### src/rtl/halloween_sequencer.sv
// halloween_sequencer
//   Opcode sequencer for the Halloween decoration controller. A loadable
//   program of SLOTS 4-bit opcodes is stepped through on a DWELL-cycle timer.
//   Each opcode is decoded into registered actuator outputs on the edge that
//   enters its step.
//
//   Opcodes: 0000 NOP, 0001 RESET (1-cycle step, then slot 0),
//            01xx colour, 10xx sound, 11xx effect; any xx=11 is illegal.
//
//   Build option: define HALLOWEEN_LOOP_EN to loop back to slot 0 after the
//   last slot. Without it the block parks in DONE until on drops.
//
// Parameters
//   SLOTS   program depth (>= 2)
//   DWELL   cycles each non-RESET step is held (>= 1)
// Ports
//   clk          system clock, rising edge
//   rst          asynchronous active-high reset
//   on           run enable (level)
//   load         program write strobe (honoured in IDLE/DONE only)
//   load_addr    slot to write
//   load_data    opcode to write
//   step         current slot index
//   opcode       opcode of current step
//   onehot       one-hot decode of opcode
//   color        00 green, 01 purple, 10 orange
//   color_valid  colour set since reset or last RESET opcode
//   sound_pulse  one-cycle sound trigger
//   sound_id     00 scream, 01 cackle, 10 boo
//   effect       bit0 wave hands, bit1 move jaw, bit2 fog
//   running      FSM in RUN
//   bad_op       sticky illegal-opcode flag
module halloween_sequencer #(
   parameter int SLOTS = 4,
   parameter int DWELL = 4,
   localparam int ADDR_W = $clog2(SLOTS)
) (
   input  logic              clk,
   input  logic              rst,
   input  logic              on,
   input  logic              load,
   input  logic [ADDR_W-1:0] load_addr,
   input  logic [3:0]        load_data,
   output logic [ADDR_W-1:0] step,
   output logic [3:0]        opcode,
   output logic [15:0]       onehot,
   output logic [1:0]        color,
   output logic              color_valid,
   output logic              sound_pulse,
   output logic [1:0]        sound_id,
   output logic [2:0]        effect,
   output logic              running,
   output logic              bad_op
);

   localparam int         CNT_W    = $clog2(DWELL + 1);
   localparam logic [3:0] OP_RESET = 4'b0001;

   typedef enum logic [1:0] {IDLE, RUN, DONE} state_t;

   state_t            state, state_nx;
   logic [CNT_W-1:0]  cnt, cnt_nx;
   logic [3:0]        prog [SLOTS];

   logic [ADDR_W-1:0] step_nx;
   logic [3:0]        opcode_nx;
   logic [15:0]       onehot_nx;
   logic [1:0]        color_nx, sound_id_nx;
   logic              color_valid_nx, sound_pulse_nx, bad_op_nx;
   logic [2:0]        effect_nx;

   logic              prog_we;
   logic              entry;
   logic [ADDR_W-1:0] entry_slot;
   logic [3:0]        entry_op;

   // Program writes are blocked while a sequence is running.
   assign prog_we = load && (state != RUN) && (int'(load_addr) < SLOTS);
   assign running = (state == RUN);

   always_comb begin
      // NOTE: every signal gets a default first so no path leaves it unassigned (no latches).
      state_nx       = state;
      cnt_nx         = cnt;
      step_nx        = step;
      opcode_nx      = opcode;
      onehot_nx      = onehot;
      color_nx       = color;
      color_valid_nx = color_valid;
      sound_pulse_nx = 1'b0;
      sound_id_nx    = sound_id;
      effect_nx      = effect;
      bad_op_nx      = bad_op;
      entry          = 1'b0;
      entry_slot     = '0;
      entry_op       = 4'b0000;

      case (state)
         IDLE: if (on) entry = 1'b1;
         RUN: begin
            if (!on) begin
               state_nx = IDLE;
            end else if (opcode == OP_RESET || cnt == CNT_W'(DWELL - 1)) begin
               if (opcode != OP_RESET && step == ADDR_W'(SLOTS - 1)) begin
`ifdef HALLOWEEN_LOOP_EN
                  entry = 1'b1;
`else
                  state_nx = DONE;
`endif
               end else begin
                  entry      = 1'b1;
                  entry_slot = (opcode == OP_RESET) ? '0 : step + 1'b1;
               end
            end else begin
               cnt_nx = cnt + 1'b1;
            end
         end
         DONE: if (!on) state_nx = IDLE;
         default: state_nx = IDLE;
      endcase

      if (entry) begin
         // A write landing on the slot being entered is passed straight through.
         entry_op  = (prog_we && load_addr == entry_slot) ? load_data : prog[entry_slot];
         state_nx  = RUN;
         cnt_nx    = '0;
         step_nx   = entry_slot;
         opcode_nx = entry_op;
         onehot_nx = 16'h0001 << entry_op;
         effect_nx = 3'b000;
         if (entry_op[1:0] == 2'b11) begin
            bad_op_nx = 1'b1;              // illegal: flag and behave as NOP
         end else begin
            case (entry_op[3:2])
               2'b00: if (entry_op == OP_RESET) color_valid_nx = 1'b0;
               2'b01: begin
                  color_nx       = entry_op[1:0];
                  color_valid_nx = 1'b1;
               end
               2'b10: begin
                  sound_pulse_nx = 1'b1;
                  sound_id_nx    = entry_op[1:0];
               end
               default: effect_nx = 3'b001 << entry_op[1:0];
            endcase
         end
      end else if (state_nx != RUN) begin
         // Leaving RUN (to IDLE or DONE): actuators off, colour state kept.
         opcode_nx = 4'b0000;
         onehot_nx = 16'h0000;
         effect_nx = 3'b000;
         cnt_nx    = '0;
      end
   end

   always_ff @(posedge clk or posedge rst) begin
      if (rst) begin
         state       <= IDLE;
         cnt         <= '0;
         step        <= '0;
         opcode      <= 4'b0000;
         onehot      <= 16'h0000;
         color       <= 2'b00;
         color_valid <= 1'b0;
         sound_pulse <= 1'b0;
         sound_id    <= 2'b00;
         effect      <= 3'b000;
         bad_op      <= 1'b0;
         // NOTE: the program store is reset so a fresh start always runs NOPs.
         for (int i = 0; i < SLOTS; i++) prog[i] <= 4'b0000;
      end else begin
         // NOTE: sequential state uses non-blocking assignment only.
         state       <= state_nx;
         cnt         <= cnt_nx;
         step        <= step_nx;
         opcode      <= opcode_nx;
         onehot      <= onehot_nx;
         color       <= color_nx;
         color_valid <= color_valid_nx;
         sound_pulse <= sound_pulse_nx;
         sound_id    <= sound_id_nx;
         effect      <= effect_nx;
         bad_op      <= bad_op_nx;
         if (prog_we) prog[load_addr] <= load_data;
      end
   end

endmodule
### config.mk
export PLATFORM = sky130hd
export DESIGN_NAME = halloween_sequencer
export DESIGN_NICKNAME = d
export VERILOG_FILES = /design/src/rtl/halloween_sequencer.sv
export SDC_FILE = /design/constraint.sdc
export NUM_CORES = 1
export LEC_CHECK = 0
export ABC_AREA = 1
export CORE_MARGIN = 1
export CORE_UTILIZATION = 43
export DETAILED_ROUTE_END_ITERATION = 8
export GPL_ROUTABILITY_DRIVEN = 0
export MAX_ROUTING_LAYER = met4
export PLACE_DENSITY = 0.67
export SYNTH_ARGS = -nofsm -noshare
export SYNTH_HDL_FRONTEND = slang
export SYNTH_SLANG_ARGS = --single-unit
### constraint.sdc
create_clock -name clk -period 2.9 [get_ports clk]
set_clock_uncertainty 0.2 [all_clocks]
set_input_delay 0.58 -clock clk [delete_from_list [all_inputs] [get_ports clk]]
set_output_delay 0.58 -clock clk [all_outputs]
set_load 0.02 [all_outputs]
==> results of run 1 <==
-- state kept, by name, indices dropped and copies added (netlist names) --
name         cells
onehot          16
prog            16
opcode           4
cnt              3
effect           3
color            2
sound_id         2
state            2
step             2
bad_op           1
color_valid      1
sound_pulse      1
-- cells in the final DEF (no fill, tap or decap) --
| cell type | count |
|---|---|
| buf_12 | 1 |
| buf_4 | 2 |
| clkbuf_1 | 1 |
| clkbuf_8 | 6 |
| clkdlybuf4s50_1 | 42 |
| clkinv_2 | 2 |
| dfrtp_1 | 53 |
| ha_1 | 3 |
| inv_1 | 33 |
| inv_2 | 7 |
| nand2_1 | 84 |
| nand2_2 | 7 |
| nand2_4 | 4 |
| nand3_1 | 19 |
| nand3_2 | 3 |
| nand3_4 | 4 |
| nand3b_1 | 1 |
| nand4_1 | 6 |
| nor2_1 | 11 |
| nor2_2 | 2 |
| nor2_4 | 4 |
| nor2_8 | 1 |
| o21a_1 | 4 |
| o21ai_0 | 16 |
| o21ai_1 | 9 |
| o21bai_1 | 2 |
| o22ai_1 | 1 |
-- worst reg2reg max path, stage by stage (launching register included) --
cell,delay [ps]
dfrtp_1,390
ha_1,200
ha_1,260
nand2_2,130
nor2_4,60
nand3_4,130
nand2_1,60
nand3_1,80
nand3_1,90
nand2_2,160
clkinv_2,120
nand2_4,110
nand2_2,80
nand2_1,60
nand2_1,50
-- through the flow --
step                      cells  hold slack [ps]
after floorplan             278              210
after global placement      393              222
after detailed placement    393              231
after CTS                   400              244
after global routing        400              252
final                       400              238
-- logic make-up after synthesis --
kind of cell             synth area share [%]
AO/OA/AOI/OAI                            7.14
flip-flops                               53.6
AND/OR/NAND/NOR                          30.9
adder cells (fa/ha/maj)                  1.52
buffers and inverters                    6.83
-- power by group through the flow --
stage	Sequential [mW]	Combinational, mW	Clock, mW
global route	1.03	0.920	0.452
CTS	1.01	0.828	0.422
floorplan	1.10	0.444	0
global placement	1.02	0.817	0
finish	1.00	0.818	0.410
detailed placement	1.02	0.827	0
-- routing by layer --
layer	part of all wire [%]	up-vias	global-route usage, %
met5	0	-	-
li1	-	977	-
met4	0.82	0	5.09
met1	50	880	24.0
met3	3.5	2	3.53
met2	46	32	29.1
-- worst max path at each step --
stage          startpoint  slack (ps)  cells past startpoint          end
2_1_floorplan     step[0]         800                     13  sound_id[0]
3_3_place_gp           on         290                     12     color[0]
3_5_place_dp           on         250                     12     color[0]
4_1_cts                on         570                     11    onehot[5]
5_1_grt                on         390                     12     color[0]
6_report               on         590                     11     color[0]
-- final cells by class --
cell class	instances	area (um^2)	share of cell area, %
flip-flops and latches	53	1330	42.8
multi-input cells	181	977	31.6
repair buffers	45	455	14.7
inverters	42	160	5.17
well taps	72	90.1	2.91
clock buffers	7	86.3	2.79
==> results.yml, run 1 <==
status:
  outcome: "completed"
drt:
  via_per_inst: 4.73
  drc_errors: 0
  dr.pass1.iters: 4
  routed_wl_um: 4760
  wl_per_cell_um: 11.9
  dr.first_iter.drc_count: 75
  ant_nets: 0
  via_count: 1891
synthesis:
  yosysTopAreaCell: "dfrtp_1"
  postSynthAreaPerCell_um2: 8.89
  yosysTopAreaCellShare_pct: 53.6
  ys_ff_latch: 53
  ys.warnings.count: 0
  async_flop_share_pct: 100
  synth.top_cells.by_area: "dfrtp_1, nand2_1, inv_1, nand3_1, o21ai_0"
  synth_most_common_cell: "nand2_1"
  syn_inst: 278
  synth_area_um2: 2470
  seq_area_frac_synth_pct: 53.6
  synth_nets: 291
  synth_common_cells: "nand2_1, dfrtp_1, inv_1, nand3_1, o21ai_0"
  yosysUniqueCellTypes: 24
  synth-edff-count: 0
  synth_flop_cell: "dfrtp_1"
clock_network:
  clkTransAtPathRegs_ps: 90
  post_cts_resized: 0
  ctsRootBufferMaster: "clkbuf_8"
  cts_hold_buf: 0
  cts_tree: "built"
  htreeDepth: 2
  post_cts_buffers: 0
  clk_path_buf_depth: 2
  cts.sinks: 53
  insertion_delay_ps: 300
  cts_buffers: 5
cells_and_area:
  post-route-cell-area_um2: 3100
  num-fill-cells: 555
  synthToLayoutAreaGrowth_pct: 25.2
  drive_gt1_share_pct: 13.1
  final_util_pct: 55.9
  diodes: 0
  finalNetCount: 341
floorplanning:
  core-area_um2: 5540
  die_h_um: 77.8
  fp-row-count: 27
  ios: 43
  die_w_um: 77.8
  die_area_um2: 6060
  start_util_pct: 44.6
global_routing:
  grt_start_max_net_pins: 28
  track_usage_pct: 18.4
  grt_pass1_vias: 1849
  grt-ovfl-total: 0
  antenna_found_initial: 0
  grt_first_pass_wirelength_um: 8500
worst_hold_path:
  min_path_cells: 1
  worstHoldStart: "cnt[0]"
  hp-class: "reg -> reg"
  holdPathEnd: "cnt[0]"
critical_path:
  path_class: "in -> reg"
  cp_cell_sequence: "clkdlybuf4s50_1 > inv_1 > nor2_8 > nand3_4 > nand3b_1 > nand3_1 > nand2_2 > clkinv_2 > nand2_4 > nand3_1 > nand2_1"
  path_delay_family: "simple AND/OR/NAND/NOR gates"
  critPathCaptureType: "flip-flop"
  cp_common_cell: "nand3_1"
  crit_required_ps: 2890
  r2r-end: "color[0]"
  crit_fanout: 9
  r2r_start: "cnt[0]"
  reg2regPathDepth: 14
  crit_buf_inv: 3
  cp_slowest_cell: "clkdlybuf4s50_1"
  slowest_delay_ps: 500
  start_kind: "primary input"
  arrival_ps: 2300
  reg2reg_slack_ps: 630
timing:
  relSlewSlack_pct: 61.3
  hold_viol: 0
  fmax_mhz: 433
  worstMarginPinSlew_ps: 580
  drv_slew: 0
  finalCritPeriodShare_pct: 79.7
  rsz0062_at_grt: "false"
  setup_viol: 0
  setup_ws_ps: 588
  finalSetupTns_ps: 0
  finalCriticalPeriod_ps: 2310
power:
  internal_power_mw: 1.42
  p_comb_share_pct: 36.6
  total_power_mw: 2.23
  powerDensity_nw_per_um2: 721
  p_sw_uw: 813
  irDropWorstVdd_mv: 0.341
  p_leak_nw: 1.55
  swShare_pct: 36.4
  clockPowerShare_pct: 18.4
  power_frac_seq_pct: 45.0
placed_design:
  hpwlAfterDp_um: 3670
  place_area_um2: 3010
  portBuffers: 42
  dp_slack_ps: 254
flow_run:
  maxCapViolations: 0
No activity file was read; power rests on OpenSTA's default activity.
==> inputs of run 2 (changes only) <==
==> constraint.sdc (replaced) <==
create_clock -name clk -period 2.3 [get_ports clk]
set_clock_uncertainty 0.2 [all_clocks]
set_input_delay 0.46 -clock clk [delete_from_list [all_inputs] [get_ports clk]]
set_output_delay 0.46 -clock clk [all_outputs]
set_load 0.02 [all_outputs]
==> run 2 against run 1 <==
Sequential cell count unchanged. Final cell count rose by 4.0%. First-iteration DRC count down 11%. Total power increased by 38%. Via count up 4.2%. Largest cell class unchanged.
==> results.yml, run 2 (same netlist as run 1, synthesis figures left out) <==
cells_and_area:
  synthToLayoutAreaGrowth_pct: 35.0
  finalNonFillerCells: 416
  reg.largest.list: "onehot (16), prog (16), opcode (4)"
  finalNetCount: 356
  final_common_cell: "nand2_1"
  num-fill-cells: 498
  final_util_pct: 60.2
  diodes: 0
  drive_gt1_share_pct: 21.5
  mostFrequentLayoutCells: "nand2_1, dfrtp_1, clkdlybuf4s50_1, inv_1, o21ai_0"
status:
  outcome: "completed"
timing:
  rsz0062_at_grt: "true"
  finalSetupTns_ps: 0
  drv_slew: 0
  setup_ws_ps: 85.1
  setup_viol: 0
  relSlewSlack_pct: 80.7
  finalCriticalPeriod_ps: 2210
  hold_viol: 0
  finalCritPeriodShare_pct: 96.3
  worstMarginPinSlew_ps: 289
  fmax_mhz: 451
clock_network:
  clkTransAtPathRegs_ps: 100
  cts_buffers: 5
  cts.sinks: 53
  ctsRootBufferMaster: "clkbuf_8"
  htreeDepth: 2
  cts_tree: "built"
  clk_path_buf_depth: 2
  insertion_delay_ps: 310
  cts_hold_buf: 0
drt:
  drc_errors: 0
  dr.pass1.iters: 4
  wl_per_cell_um: 12.3
  via_count: 1970
  routed_wl_um: 5110
  dr.first_iter.drc_count: 67
  ant_nets: 0
  via_per_inst: 4.74
power:
  total_power_mw: 3.09
  p_leak_nw: 1.65
  powerDensity_nw_per_um2: 925
  irDropWorstVdd_mv: 0.578
floorplanning:
  core-area_um2: 5540
  ios: 43
  die_area_um2: 6060
  die_h_um: 77.8
  fp-row-count: 27
  die_w_um: 77.8
  start_util_pct: 44.6
global_routing:
  grt-ovfl-total: 0
  grt_first_pass_wirelength_um: 8440
  track_usage_pct: 18.3
  grt_start_max_net_pins: 54
  antenna_found_initial: 0
  grt_pass1_vias: 1773
critical_path:
  reg2reg_slack_ps: 90
  critPathCaptureType: "flip-flop"
  crit_fanout: 7
  cp_cell_sequence: "ha_2 > ha_4 > nand2_4 > nor2_4 > nand3_4 > nand2_1 > nand3_1 > nand2_1 > nand2_1 > nand2_4 > nand2_2 > o21bai_1 > nand2_1"
  path_class: "reg -> reg"
  crit_start: "cnt[0]"
  slowest_delay_ps: 360
  cp_slowest_cell: "dfrtp_1"
  r2r_start: "cnt[0]"
  crit_required_ps: 2300
  cp_common_cell: "nand2_1"
  endpoint: "color_valid"
  arrival_ps: 2220
  start_kind: "flip-flop"
  r2r-end: "color_valid"
  reg2regPathDepth: 13
placed_design:
  dp_slack_ps: -180
  dp_cells: 400
  hpwlAfterDp_um: 3600
  portBuffers: 42
worst_hold_path:
  min_path_cells: 2
  hp-class: "reg -> reg"
flow_run:
  maxCapViolations: 0
-- run 2: changes by cell type in the layout (fill, tap and decap cells not counted), moves of 2 or more --
cell / change
ha_1: -2
nand3_1: -4
nand2_1: -5
buf_4: +12
o21ai_1: -2
o21ai_2: +2
nand2_4: +4
nand3_2: +5
-- run 2: worst max-delay path: cells and delay by family, from the launching register on --
kind                       cells  cell delay [ps]
and+or+nand+nor               10             1000
AOI/OAI and AO/OA              1              160
adders and majority gates      2              360
DFF                            1              360
-- run 2: metal layers --
layer,vias to the layer above,part of all wire (%),global-route usage [%]
li1,1012,-,-
met1,920,49,24.6
met2,31,47,28.2
met3,7,3.2,3.65
met4,0,1.2,5.09
met5,-,0,-
-- run 2: where the power goes --
group	switching, mW	leakage, nW	internal (mW)
Sequential	0.129	0.690	1.14
Combinational	0.688	0.909	0.496
Clock	0.309	0.0543	0.326
-- run 2: how the worst min path moves through the flow --
stage | slack, ps | start | to
CTS | 250 | cnt[0] | cnt[0]
floorplan | 210 | cnt[0] | cnt[0]
global placement | 230 | cnt[0] | cnt[0]
detailed placement | 230 | cnt[0] | cnt[0]
global route | 310 | sound_id[0] | sound_id[0]
finish | 280 | effect[1] | effect[1]
-- run 2: per-stage QoR --
step / area (um^2) / hold WS, ps
after floorplan: 2470 / 210
after global placement: 3070 / 228
after detailed placement: 3070 / 232
after CTS: 3190 / 245
after global routing: 3340 / 314
final: 3340 / 284
-- run 2: final cells by class --
type | instances | area, um^2 | area share, %
repair buffers | 59 | 577 | 17.3
well taps | 72 | 90.1 | 2.70
clock buffers | 5 | 68.8 | 2.06
inverters | 42 | 161 | 4.84
flip-flops and latches | 53 | 1330 | 39.7
multi-input cells | 182 | 1070 | 32.0
clock inverters | 3 | 46.3 | 1.39
-- run 2: timing repair --
| action | 4_1_cts | 5_1_grt |
|---|---|---|
| setup buffers | 0 | 7 |
| endpoints found under the setup margin | 0 | 25 |
| hold endpoints to repair | 0 | 0 |
| gates resized for setup | 0 | 22 |
==> inputs of run 3 (changes only) <==
--- a/config.mk
+++ b/config.mk
@@ -6,6 +6,7 @@
 export NUM_CORES = 1
 export LEC_CHECK = 0
 export ABC_AREA = 1
+export ABC_CLOCK_PERIOD_IN_PS = 2300
 export CORE_MARGIN = 1
 export CORE_UTILIZATION = 43
 export DETAILED_ROUTE_END_ITERATION = 8
==> results of run 3 <==
No change in the layout: final DEF, timing and power equal those of run 2.
